## src/rtl/tail_light_dim_ctrl_if.sv

```systemverilog
// Tail-light controller signal bundle: vehicle requests in, PWM duty/debug out.
// master = the side driving the vehicle requests; slave = the controller.
interface tail_light_dim_ctrl_if;
  logic       lights_on;
  logic       brake;
  logic       hazard;
  logic [7:0] duty_cycle;
  logic       period_start;
  logic [2:0] state;

  modport master (
    output lights_on, brake, hazard,
    input  duty_cycle, period_start, state
  );

  modport slave (
    input  lights_on, brake, hazard,
    output duty_cycle, period_start, state
  );
endinterface

```

## src/rtl/tail_light_dim_ctrl.sv

```systemverilog
// Tail-light duty sequencer for one free-running 8-bit PWM stage.
// Resolves brake/hazard/lights requests into a target brightness, ramps toward it
// and only updates duty on the cycle after a PWM period boundary.
// Optional macro TAIL_HAZARD_EN: adds the hazard blinker (HAZ_ON/HAZ_OFF states and
// blink counter). Without it the hazard input is ignored.
module tail_light_dim_ctrl #(
  parameter logic [7:0]  DIM_LEVEL     = 8'd32,
  parameter logic [7:0]  FULL_LEVEL    = 8'd255,
  parameter logic [7:0]  STEP          = 8'd8,
  parameter int unsigned RAMP_DIV      = 4,
  parameter int unsigned BLINK_PERIODS = 128
) (
  input  logic                 clk,
  input  logic                 rst_n,
  tail_light_dim_ctrl_if.slave bus
);

  localparam int unsigned   RW        = (RAMP_DIV > 1) ? $clog2(RAMP_DIV) : 1;
  localparam logic [RW-1:0] RAMP_LAST = RW'(RAMP_DIV - 1);

  typedef enum logic [2:0] {
    ST_OFF     = 3'd0,
    ST_DIM     = 3'd1,
    ST_BRAKE   = 3'd2,
    ST_HAZ_ON  = 3'd3,
    ST_HAZ_OFF = 3'd4,
    ST_FADE    = 3'd5
  } state_t;

  logic [7:0]    cnt_q;
  logic          period_start_q;
  state_t        state_q, state_d;
  logic [7:0]    duty_q, duty_d;
  logic [RW-1:0] ramp_q, ramp_d;
  logic [7:0]    target;
  state_t        rest_state;

`ifdef TAIL_HAZARD_EN
  localparam int unsigned   BW         = (BLINK_PERIODS > 1) ? $clog2(BLINK_PERIODS) : 1;
  localparam logic [BW-1:0] BLINK_LAST = BW'(BLINK_PERIODS - 1);

  logic [BW-1:0] blink_q, blink_d;
  logic          phase_on_q, phase_on_d;
  logic          haz_prev_q, haz_prev_d;
`else
  logic          unused_hazard;
  assign unused_hazard = bus.hazard;
`endif

  // Next-state decision: everything holds except on the cycle period_start is high.
  always_comb begin
    state_d    = state_q;
    duty_d     = duty_q;
    ramp_d     = ramp_q;
    target     = bus.lights_on ? DIM_LEVEL : 8'd0;
    rest_state = bus.lights_on ? ST_DIM : ST_OFF;
`ifdef TAIL_HAZARD_EN
    blink_d    = blink_q;
    phase_on_d = phase_on_q;
    haz_prev_d = haz_prev_q;
`endif
    if (period_start_q) begin
`ifdef TAIL_HAZARD_EN
      // A fresh hazard request restarts the blinker in the on phase; brake freezes it.
      haz_prev_d = bus.hazard;
      if (bus.hazard && !haz_prev_q) begin
        blink_d    = '0;
        phase_on_d = 1'b1;
      end else if (bus.hazard && !bus.brake) begin
        if (blink_q == BLINK_LAST) begin
          blink_d    = '0;
          phase_on_d = !phase_on_q;
        end else begin
          blink_d = blink_q + BW'(1);
        end
      end
`endif
      if (bus.brake) begin
        // Brake is safety-critical: jump straight to full, no ramp.
        duty_d  = FULL_LEVEL;
        state_d = ST_BRAKE;
      end
`ifdef TAIL_HAZARD_EN
      else if (bus.hazard) begin
        duty_d  = phase_on_d ? FULL_LEVEL : 8'd0;
        state_d = phase_on_d ? ST_HAZ_ON : ST_HAZ_OFF;
      end
`endif
      else if (duty_q == target) begin
        state_d = rest_state;
      end else begin
        // Fade: the ramp counter keeps running across target changes so a
        // reversal continues from the current duty on the same cadence.
        state_d = ST_FADE;
        if (ramp_q == RAMP_LAST) begin
          ramp_d = '0;
          if (target > duty_q) begin
            duty_d = ((target - duty_q) <= STEP) ? target : duty_q + STEP;
          end else begin
            duty_d = ((duty_q - target) <= STEP) ? target : duty_q - STEP;
          end
          if (duty_d == target) begin
            state_d = rest_state;
          end
        end else begin
          ramp_d = ramp_q + RW'(1);
        end
      end
    end
  end

  // State, duty and period registers with asynchronous return to the dark state.
  always_ff @(posedge clk or negedge rst_n) begin
    if (!rst_n) begin
      cnt_q          <= 8'd0;
      period_start_q <= 1'b0;
      state_q        <= ST_OFF;
      duty_q         <= 8'd0;
      ramp_q         <= '0;
`ifdef TAIL_HAZARD_EN
      blink_q        <= '0;
      phase_on_q     <= 1'b1;
      haz_prev_q     <= 1'b0;
`endif
    end else begin
      cnt_q          <= cnt_q + 8'd1;
      period_start_q <= (cnt_q == 8'd0);
      state_q        <= state_d;
      duty_q         <= duty_d;
      ramp_q         <= ramp_d;
`ifdef TAIL_HAZARD_EN
      blink_q        <= blink_d;
      phase_on_q     <= phase_on_d;
      haz_prev_q     <= haz_prev_d;
`endif
    end
  end

  assign bus.duty_cycle   = duty_q;
  assign bus.period_start = period_start_q;
  assign bus.state        = state_q;

endmodule

```

## src/flat_wrapper.sv

```systemverilog
// flat-port wrapper written by rule: the top's interface ports become plain ports
module tail_light_dim_ctrl_flat 
#(
  parameter logic [7:0]  DIM_LEVEL     = 8'd32,
  parameter logic [7:0]  FULL_LEVEL    = 8'd255,
  parameter logic [7:0]  STEP          = 8'd8,
  parameter int unsigned RAMP_DIV      = 4,
  parameter int unsigned BLINK_PERIODS = 128
)
  (clk, rst_n, bus_lights_on, bus_brake, bus_hazard, bus_duty_cycle, bus_period_start, bus_state);
  tail_light_dim_ctrl_if bus_i ();
  input  logic clk;
  input  logic rst_n;
  input wire logic [$bits(bus_i.lights_on)-1:0] bus_lights_on;
  input wire logic [$bits(bus_i.brake)-1:0] bus_brake;
  input wire logic [$bits(bus_i.hazard)-1:0] bus_hazard;
  output wire logic [$bits(bus_i.duty_cycle)-1:0] bus_duty_cycle;
  output wire logic [$bits(bus_i.period_start)-1:0] bus_period_start;
  output wire logic [$bits(bus_i.state)-1:0] bus_state;
  assign bus_i.lights_on = bus_lights_on;
  assign bus_i.brake = bus_brake;
  assign bus_i.hazard = bus_hazard;
  assign bus_duty_cycle = bus_i.duty_cycle;
  assign bus_period_start = bus_i.period_start;
  assign bus_state = bus_i.state;
  tail_light_dim_ctrl #(.DIM_LEVEL(DIM_LEVEL), .FULL_LEVEL(FULL_LEVEL), .STEP(STEP), .RAMP_DIV(RAMP_DIV), .BLINK_PERIODS(BLINK_PERIODS)) u_core (.clk(clk), .rst_n(rst_n), .bus(bus_i));
endmodule
```

## config.mk

```make
export PLATFORM = sky130hd
export DESIGN_NAME = tail_light_dim_ctrl_flat
export DESIGN_NICKNAME = d
export VERILOG_FILES = /design/src/rtl/tail_light_dim_ctrl_if.sv /design/src/rtl/tail_light_dim_ctrl.sv /design/src/flat_wrapper.sv
export SDC_FILE = /design/constraint.sdc
export NUM_CORES = 1
export LEC_CHECK = 0
export ABC_AREA = 0
export CAP_MARGIN = 10
export CORE_MARGIN = 5
export CORE_UTILIZATION = 56
export DETAILED_ROUTE_END_ITERATION = 6
export HOLD_SLACK_MARGIN = 0.15
export MAX_ROUTING_LAYER = met4
export PLACE_DENSITY = 0.79
export SLEW_MARGIN = 20
export SYNTH_ARGS = -nofsm -noshare
export SYNTH_HDL_FRONTEND = slang
export SYNTH_SLANG_ARGS = --single-unit
```

## constraint.sdc

```tcl
create_clock -name clk -period 2.61 [get_ports clk]
set_input_delay 0.6525 -clock clk [delete_from_list [all_inputs] [get_ports clk]]
set_output_delay 0.6525 -clock clk [all_outputs]
set_load 0.02 [all_outputs]
```

Yosys cells after proc, flatten, opt, wreduce, memory -nomap -nowiden --
Index checks and enable logic that the tools add are counted.
Word-level totals: bits in writable memories 0, memories kept 0, bits of input ports 5, memory bits (read-only) 0, logic and storage cells 41, latch bits 0, output and inout port bits 12, register bits after elaboration 22
Cells by class: add/subtract/negate cells 6, shift operators 0, reduce and logical (&&, ||, !) cells 4, mux-type cells 17, order comparisons 3, eq/ne operators 4, multipliers 0, bitwise operators 2, div/mod/pow operators 0
Operators with widths (number):
- two-way mux 8 bit | 10
- == test 8 bit | 2
- less-or-equal comparator 8 x 4 -> 1 bit (second input constant) | 2
- subtractor 8 bit | 2
- two-way mux 3 bit | 4
- adder 8 x 1 -> 8 bit (second input constant) | 1
- adder 8 x 4 -> 8 bit (second input constant) | 1
- greater-than comparator 8 bit | 1
- zero test 8 bit | 1
- subtractor 8 x 4 -> 8 bit (second input constant) | 1
- two-way mux 6 bit | 1
- AND reduction 3 bit | 2
- adder 2 x 1 -> 2 bit (second input constant) | 1
- == test 2 bit (second input constant) | 1
- two-way mux 2 bit | 1
- != test 2 bit (second input constant) | 1
- inverter 1 bit | 2
- nonzero test 2 bit | 1
- two-way mux 1 bit | 1

Longest topological paths before layout --
Gate-level depths: netlist (run 1).
depth in word-level cells 14, mapped depth 11, mapped depth without buffers 9

Worst setup path after synthesis (run 1) --
No wires, ideal clock.
kind register to register, start point register u_core.duty_q[5], in the netlist u_core.bus.duty_cycle[5], end point register u_core.state_q[0], in the netlist u_core.bus.state[0], library setup time 0.126 ns, path buffers 1, clock period less this slack 2.440 ns, stages on the path, launching flop included 10, setup slack 0.170 ns, arrival 2.314 ns, data required time 2.484 ns, path through dfrtp_1 buf_4 inv_1 ha_1 nor2b_1 or4_1 a32o_2 and2_4 o31ai_4 nand2_1
Between the ends: cells in the longest elaborated chain, start to end 13, elaborated cells on any way between the ends 20, classes of those cells 4 x add/sub; 3 x order compare; 2 x eq/ne; 11 x mux
Ends and longest elaborated chain:
- start: declaration | RTL line tail_light_dim_ctrl.sv:33 | logic [7:0] duty_q, duty_d;
- start signal: assignment | RTL line tail_light_dim_ctrl.sv:129 | duty_q <= duty_d;
- subtractor 8 bit (on tied branches) | RTL line tail_light_dim_ctrl.sv:100, tail_light_dim_ctrl.sv:98
- less-or-equal comparator 8 x 4 -> 1 bit (on tied branches) | RTL line tail_light_dim_ctrl.sv:100, tail_light_dim_ctrl.sv:98
- two-way mux 8 bit (on tied branches) | RTL line tail_light_dim_ctrl.sv:100, tail_light_dim_ctrl.sv:98
- two-way mux 8 bit | RTL line tail_light_dim_ctrl.sv:97 | if (target > duty_q) begin
- two-way mux 8 bit | RTL line tail_light_dim_ctrl.sv:95 | if (ramp_q == RAMP_LAST) begin
- two-way mux 8 bit | RTL line tail_light_dim_ctrl.sv:89 | else if (duty_q == target) begin
- two-way mux 8 bit | RTL line tail_light_dim_ctrl.sv:78 | if (bus.brake) begin
- two-way mux 8 bit | RTL line tail_light_dim_ctrl.sv:62 | if (period_start_q) begin
- == test 8 bit | RTL line tail_light_dim_ctrl.sv:102 | if (duty_d == target) begin
- two-way mux 3 bit | RTL line tail_light_dim_ctrl.sv:102
- two-way mux 3 bit | RTL line tail_light_dim_ctrl.sv:95
- two-way mux 3 bit (*) | RTL line tail_light_dim_ctrl.sv:89
- two-way mux 3 bit (*) | RTL line tail_light_dim_ctrl.sv:78
- end signal: assignment | RTL line tail_light_dim_ctrl.sv:128 | state_q <= state_d;
- end: declaration | RTL line tail_light_dim_ctrl.sv:32 | state_t state_q, state_d;
Mark *: on every way between the ends. The rest lies on a longest branch, timed or not. The select of a mux whose other input is x is not followed. A chain may end at the register's enable or synchronous reset.

Final worst setup path (run 1) --
start point input bus_lights_on, end point register u_core.state_q[0], in the netlist u_core.bus.state[0]
Between the ends: cells in the longest elaborated chain, start to end 14, elaborated cells on any way between the ends 20, classes of those cells 2 x add/sub; 3 x order compare; 2 x eq/ne; 13 x mux
Ends and longest elaborated chain:
- start: declaration | RTL line flat_wrapper.sv:14 | input wire logic [$bits(bus_i.lights_on)-1:0] bus_lights_on;
- two-way mux 6 bit | RTL line tail_light_dim_ctrl.sv:55 | target = bus.lights_on ? DIM_LEVEL : 8'd0;
- subtractor 8 bit (on tied branches) | RTL line tail_light_dim_ctrl.sv:100, tail_light_dim_ctrl.sv:98
- less-or-equal comparator 8 x 4 -> 1 bit (on tied branches) | RTL line tail_light_dim_ctrl.sv:100, tail_light_dim_ctrl.sv:98
- two-way mux 8 bit (on tied branches) | RTL line tail_light_dim_ctrl.sv:100, tail_light_dim_ctrl.sv:98
- two-way mux 8 bit | RTL line tail_light_dim_ctrl.sv:97
- two-way mux 8 bit | RTL line tail_light_dim_ctrl.sv:95
- two-way mux 8 bit | RTL line tail_light_dim_ctrl.sv:89
- two-way mux 8 bit | RTL line tail_light_dim_ctrl.sv:78
- two-way mux 8 bit | RTL line tail_light_dim_ctrl.sv:62
- == test 8 bit | RTL line tail_light_dim_ctrl.sv:102
- two-way mux 3 bit | RTL line tail_light_dim_ctrl.sv:102
- two-way mux 3 bit | RTL line tail_light_dim_ctrl.sv:95
- two-way mux 3 bit (*) | RTL line tail_light_dim_ctrl.sv:89
- two-way mux 3 bit (*) | RTL line tail_light_dim_ctrl.sv:78
Marked as above.

==> out/metrics.cfg, run 1 <==
[die]
core_um2=2710
die_area_um2=3930
die_width_um=62.7
start_util_pct=57.4
die_h_um=62.7
io_pins=17
rows=19

[logic_synthesis]
async_flop_share_pct=100
synth_top_area_share_pct=35.4
yosysTopAreaCell=dfrtp_1
synth_top_flop_cell=dfrtp_1
syn_inst=157
yosysMostFrequentCell=dfrtp_1
synthTopCellsByCount=dfrtp_1 (22), nand2_1 (12), nor2_1 (11), ha_1 (9), inv_1 (8)
synth_edf_count=0
syn_avg_cell_area_um2=9.91
ys_ff_latch=22
yosysSeqAreaShare_pct=35.4
yosys-top-cells-area=dfrtp_1 (35%), ha_1 (7.2%), xnor2_1 (3.9%)
syn_nets=171
netlist_area_um2=1560
yosysWarningCount=0
synthDistinctLibCells=62

[routing]
ant_nets=0
firstDrtPassIters=4
wl_mm=3.46
drt_iter0_markers=44
via_per_inst=6.18
wl_per_cell_um=15.7
drc=0
vias=1360

[placement]
gp_congestion=0.917
dp_hpwl_mm=2.65
io_buffers=15

[setup_path]
path_delay_family=simple AND/OR/NAND/NOR gates
setup.worst_path.start_class=primary input
crit_top_cell=ha_1
crit_start=bus_lights_on
cp.arrival_ns=2.52
cp_max_fo=5
worst-path-buf-inv=1
end_kind=flip-flop
crit_chain=dlymetal6s2s_1 > ha_1 > ha_1 > and3b_2 > a2111oi_4 > a211oi_2 > nor4b_2 > a211oi_1 > nand2_1
critPathKind=primary input to flip-flop
crit_required_ns=2.86
critPathSlowestCell=a2111oi_4
cpPeakStageDelay_ns=0.40
reg2reg_from=u_core.bus.duty_cycle[5]

[grt]
grt_max_degree=23
grt_use_total_pct=19.4
gr-total-overflow=0
grt_pass1_vias=1302
grt_pass1_wl_mm=6.22
antenna_found_initial=0

[run]
maxCapViolCount=0

[status]
status=finished, final reports clean

[timing]
rsz0062_at_grt=false
fmax_mhz=439
period_share_pct=87.3
final-hold-violation-count=0
setup_tns_ns=0
worst_slew_pin_slew_ns=0.482
setup-violations-final=0
slew_headroom_pct=67.8
final_max_slew_viol_count=0
hold_slack_ns=0.475
finalClockSkew_ns=0.00915
min_period_ns=2.28

[clock_tree]
clockBufferDepth=2
cts_sinks=22
htree_num_levels=1
cts_buffers=3
clk_pin_slew_worst_paths_ns=0.11
cts_tree=built
cts_root_buffer=clkbuf_4
clk_latency_ns=0.30
holdBufCountCts=0

[pwr]
powerDensity_nw_per_um2=355
power.leakage_nw=0.824
ir_drop_mv=0.455

[layout]
fin_nets=204
n_antenna_cell=0
drive_gt1_share_pct=24.3
areaGrowthSynthToFinish_pct=21.8

[min_path]
hold_start=u_core.cnt_q[7]
worstHoldPathType=flip-flop to flip-flop

-- placed cells by master (no fill, tap or decap), types with 2 or more instances in the layout --
| cell type | n |
|---|---|
| a211oi_1 | 2 |
| a21oi_1 | 7 |
| a31oi_1 | 3 |
| and3_1 | 2 |
| and3_2 | 2 |
| buf_4 | 18 |
| clkbuf_4 | 3 |
| clkdlybuf4s50_1 | 14 |
| dfrtp_1 | 22 |
| ha_1 | 9 |
| inv_1 | 8 |
| mux2_2 | 2 |
| nand2_1 | 12 |
| nand3_1 | 6 |
| nor2_1 | 11 |
| nor3_1 | 2 |
| o211ai_1 | 2 |
| o21ai_0 | 5 |
| o21ai_1 | 4 |
| o31ai_1 | 2 |
| o31ai_4 | 2 |
| xnor2_1 | 7 |
| xor2_1 | 3 |
-- registers in the layout, summed over array words and instances (netlist names) --
name,flops
u_core.ramp_q,2
u_core.bus.state,3
u_core.bus.duty_cycle,8
u_core.cnt_q,8
u_core.bus.period_start,1
-- per-stage QoR --
stage / util, % / setup slack (ns) / total power, mW / instances / cell area (um2)
after global placement: 68.1 / -0.282 / 0.492 / 215 / 1850
after CTS: 69.5 / 0.0280 / 0.677 / 219 / 1880
after detailed placement: 68.1 / -0.328 / 0.495 / 215 / 1850
after global routing: 69.9 / 0.165 / 0.715 / 220 / 1890
final: 69.9 / 0.332 / 0.672 / 220 / 1890
after floorplan: - / 0.170 / 0.438 / 157 / 1560
-- final timing paths --
path	cells past startpoint	slack (ns)	end
setup / recovery	9	0.33	u_core.bus.state[0]
hold / removal	1	0.47	u_core.cnt_q[7]
setup reg to reg	9	0.34	u_core.bus.state[0]
hold reg to reg	1	0.47	u_core.cnt_q[7]
max in group asynchronous	2	1.72	u_core.cnt_q[7]
min in group asynchronous	2	0.68	u_core.bus.period_start
-- cell type report --
type                    instances  area (um2)
flip-flops and latches         22         551
multi-input cells             121         947
repair buffers                 33         288
fillers                       215         816
clock buffers                   4        36.3
inverters                       9        33.8
well taps                      31        38.8
-- routing by layer --
layer,global-route usage (%),vias to the layer above,wire length (um)
li1,-,648,-
met1,27.9,652,1660
met2,27.7,56,1540
met3,4.50,4,231
met4,4.51,0,32
met5,-,-,0
-- cells by family (layout without fill, tap and decap cells) --
logic type / Yosys count / count (layout) / share of synthesized area, %
buffers and inverters: 14 / 46 / 3.78
muxes: 3 / 3 / 2.09
DFF: 22 / 22 / 35.4
xor gates and xnor gates: 10 / 10 / 5.63
adders and majority gates: 9 / 9 / 7.24
and+or+nand+nor: 57 / 57 / 22.3
AOI/OAI and AO/OA: 42 / 42 / 23.6
-- worst register-to-register path, stage by stage, from the launching register on --
cell and delay [ns]:
dfrtp_1 0.36, inv_1 0.10, ha_1 0.22, ha_1 0.27, and3b_2 0.27, a2111oi_4 0.40
a211oi_2 0.10, nor4b_2 0.35, a211oi_1 0.09, nand2_1 0.07
-- power by group --
group	internal, mW	total [mW]	switching, mW
sequential	0.350	0.360	0.00967
combinational	0.0579	0.130	0.0717
clock	0.0851	0.182	0.0971
-- what timing repair did --
item / in CTS / in global routing
setup endpoints to repair: 1 / 2
hold endpoints to repair: 0 / 0
pin swaps: 2 / 2
buffers inserted: 0 / 1
gates resized for setup: 1 / 2
Power figures use the tool's default switching activity.
==> inputs of run 2 (changes only) <==
- CELL_PAD_IN_SITES_DETAIL_PLACEMENT: unset -> 0
- CELL_PAD_IN_SITES_GLOBAL_PLACEMENT: unset -> 1
- CORE_UTILIZATION: 56 -> 43
- HOLD_SLACK_MARGIN: 0.15 -> unset
- PLACE_DENSITY: 0.79 -> unset
- PLACE_DENSITY_LB_ADDON: unset -> 0.1
==> run 2 against run 1 <==
- worst setup slack got worse by 0.22 ns
- sequential share of layout area decreased by 0.43 points
- wire length increased by 12%
- critical path type unchanged
- largest cell class unchanged
- highest routed layer unchanged
==> out/metrics.cfg, run 2 (synthesis results as in run 1) <==
[status]
status=finished, final reports clean

[layout]
fin_nets=202  ; -0.98%
areaGrowthSynthToFinish_pct=23.7
fillers=310  ; +44%
n_antenna_cell=0  ; unchanged
layout_commonest_cell=dfrtp_1
multiInputGateArea_um2=960  ; +1.3%
fin_area_um2=1920  ; +1.5%
drive_gt1_share_pct=24.1  ; -0.27 points
final_cell_mix=dfrtp_1 (22), buf_4 (16), clkdlybuf4s50_1 (14), nand2_1 (12), nor2_1 (11)
seqCellArea_um2=551  ; unchanged

[timing]
hold_slack_ns=0.485  ; +0.0106 ns
setup-violations-final=0  ; unchanged
setup_ws_ns=0.107  ; -0.224 ns
final-hold-violation-count=0  ; unchanged
slew_headroom_pct=69.2  ; +1.4 points
setup_tns_ns=0  ; unchanged
worst_slew_pin_slew_ns=0.460  ; -0.0214 ns
final_max_slew_viol_count=0  ; unchanged
rsz0062_at_grt=false
fmax_mhz=400  ; -9.0%
finalClockSkew_ns=0.0174  ; +0.00827 ns
period_share_pct=95.9  ; +8.6 points
min_period_ns=2.50  ; +0.224 ns

[placement]
dp_hpwl_mm=3.02  ; +14%
post-place-ws_ns=-0.402  ; -0.0736 ns
placed_cell_area_um2=1860  ; +0.61%
io_buffers=15  ; unchanged
gp_congestion=0.907  ; -1.1%

[routing]
wl_mm=3.89  ; +12%
drt_iter0_markers=46  ; +4.5%
wl_per_cell_um=16.7  ; +6.0%
firstDrtPassIters=6  ; +2
vias=1321  ; -2.9%
via_per_inst=5.67  ; -8.3%
drc=0  ; unchanged
ant_nets=0  ; unchanged

[min_path]
worstHoldPathType=flip-flop to flip-flop

[setup_path]
worst-path-buf-inv=2  ; +1
path_delay_family=simple AND/OR/NAND/NOR gates
crit_top_cell=ha_1
critPathSlowestCell=nor4b_2
cp.arrival_ns=2.77  ; +0.25 ns
cpPeakStageDelay_ns=0.38  ; -0.02 ns
end_kind=flip-flop
setup.worst_path.start_class=primary input
crit_chain=dlygate4sd2_1 > ha_1 > ha_1 > and3b_2 > buf_4 > a32oi_1 > o21ai_0 > nor4b_2 > a211oi_1 > nand2_1
critPathKind=primary input to flip-flop
crit_required_ns=2.88  ; +0.02 ns
cp_max_fo=6  ; +1

[die]
io_pins=17  ; unchanged
die_area_um2=4920  ; +25%
start_util_pct=45.5  ; -12 points
die_width_um=70.1  ; +12%
core_um2=3420  ; +26%
rows=21  ; +2
die_h_um=70.1  ; +12%

[clock_tree]
cts_sinks=22  ; unchanged
cts_buffers=3  ; unchanged
cts_tree=built
holdBufCountCts=0  ; unchanged
clockBufferDepth=2  ; unchanged
htree_num_levels=1  ; unchanged
clk_latency_ns=0.31  ; about the same
clk_pin_slew_worst_paths_ns=0.14  ; +0.03 ns
cts_root_buffer=clkbuf_4

[pwr]
ir_drop_mv=0.320  ; -30%
powerDensity_nw_per_um2=393  ; +11%
power_mw=0.755  ; +12%
power.leakage_nw=0.813  ; -1.4%

[run]
maxCapViolCount=0  ; unchanged

[grt]
grt_max_degree=23  ; unchanged
grt_use_total_pct=17.0  ; -2.4 points
grt_pass1_vias=1379  ; +5.9%
gr-total-overflow=0  ; unchanged
grt_pass1_wl_mm=6.50  ; +4.6%
antenna_found_initial=0  ; unchanged

==> run 2: cell types whose count changed in the layout (fill, tap and decap cells not counted), sizes merged <==
cell and delta:
buf -2, bufinv +1, clkbuf -1, dlygate4sd2 +1
dlymetal6s2s -1
==> run 2: worst paths after layout <==
path                                     startpoint                       end  slack [ns]  cells past startpoint
max                                   bus_lights_on       u_core.bus.state[0]        0.11                     10
min                                 u_core.cnt_q[7]           u_core.cnt_q[7]        0.49                      1
max reg2reg                u_core.bus.duty_cycle[5]       u_core.bus.state[0]        0.23                     10
min reg2reg                         u_core.cnt_q[7]           u_core.cnt_q[7]        0.49                      1
max in group asynchronous                     rst_n   u_core.bus.period_start        1.68                      2
min in group asynchronous                     rst_n  u_core.bus.duty_cycle[6]        0.67                      2
==> run 2: final cells by class <==
type                            instances  area share [%]
Clock inverter                          1            1.56
Multi-Input combinational cell        121            49.9
Inverter                                9            1.76
Tap cell                               46            2.99
Sequential cell                        22            28.6
Clock buffer                            3            1.17
Timing Repair Buffer                   31            14.0
==> run 2: repair_timing <==
action | 4_1_cts | 5_1_grt
buffers inserted | 0 | 0
gates resized for setup | 4 | 0
endpoints found under the setup margin | 4 | 0
==> run 2: metal layers <==
| layer | up-vias | part of all wire [%] | GRT usage [%] |
|---|---|---|---|
| met5 | - | 0 | - |
| met4 | 0 | 1.9 | 4.89 |
| met3 | 8 | 2.8 | 3.30 |
| met2 | 32 | 50 | 28.8 |
| met1 | 642 | 45 | 20.6 |
| li1 | 639 | - | - |
==> run 2: power breakdown <==
part	total [mW]	leakage [nW]	internal, mW	switching, mW
logic	0.133	0.530	0.0587	0.0739
registers	0.360	0.255	0.350	0.00952
clock network	0.263	0.0279	0.155	0.108
total	0.755	0.813	0.564	0.191
==> run 2: through the flow <==
stage          cells  util, %
2_1_floorplan    157        -
3_3_place_gp     229     54.4
3_5_place_dp     229     54.4
4_1_cts          233     56.3
5_1_grt          233     56.3
6_report         233     56.3
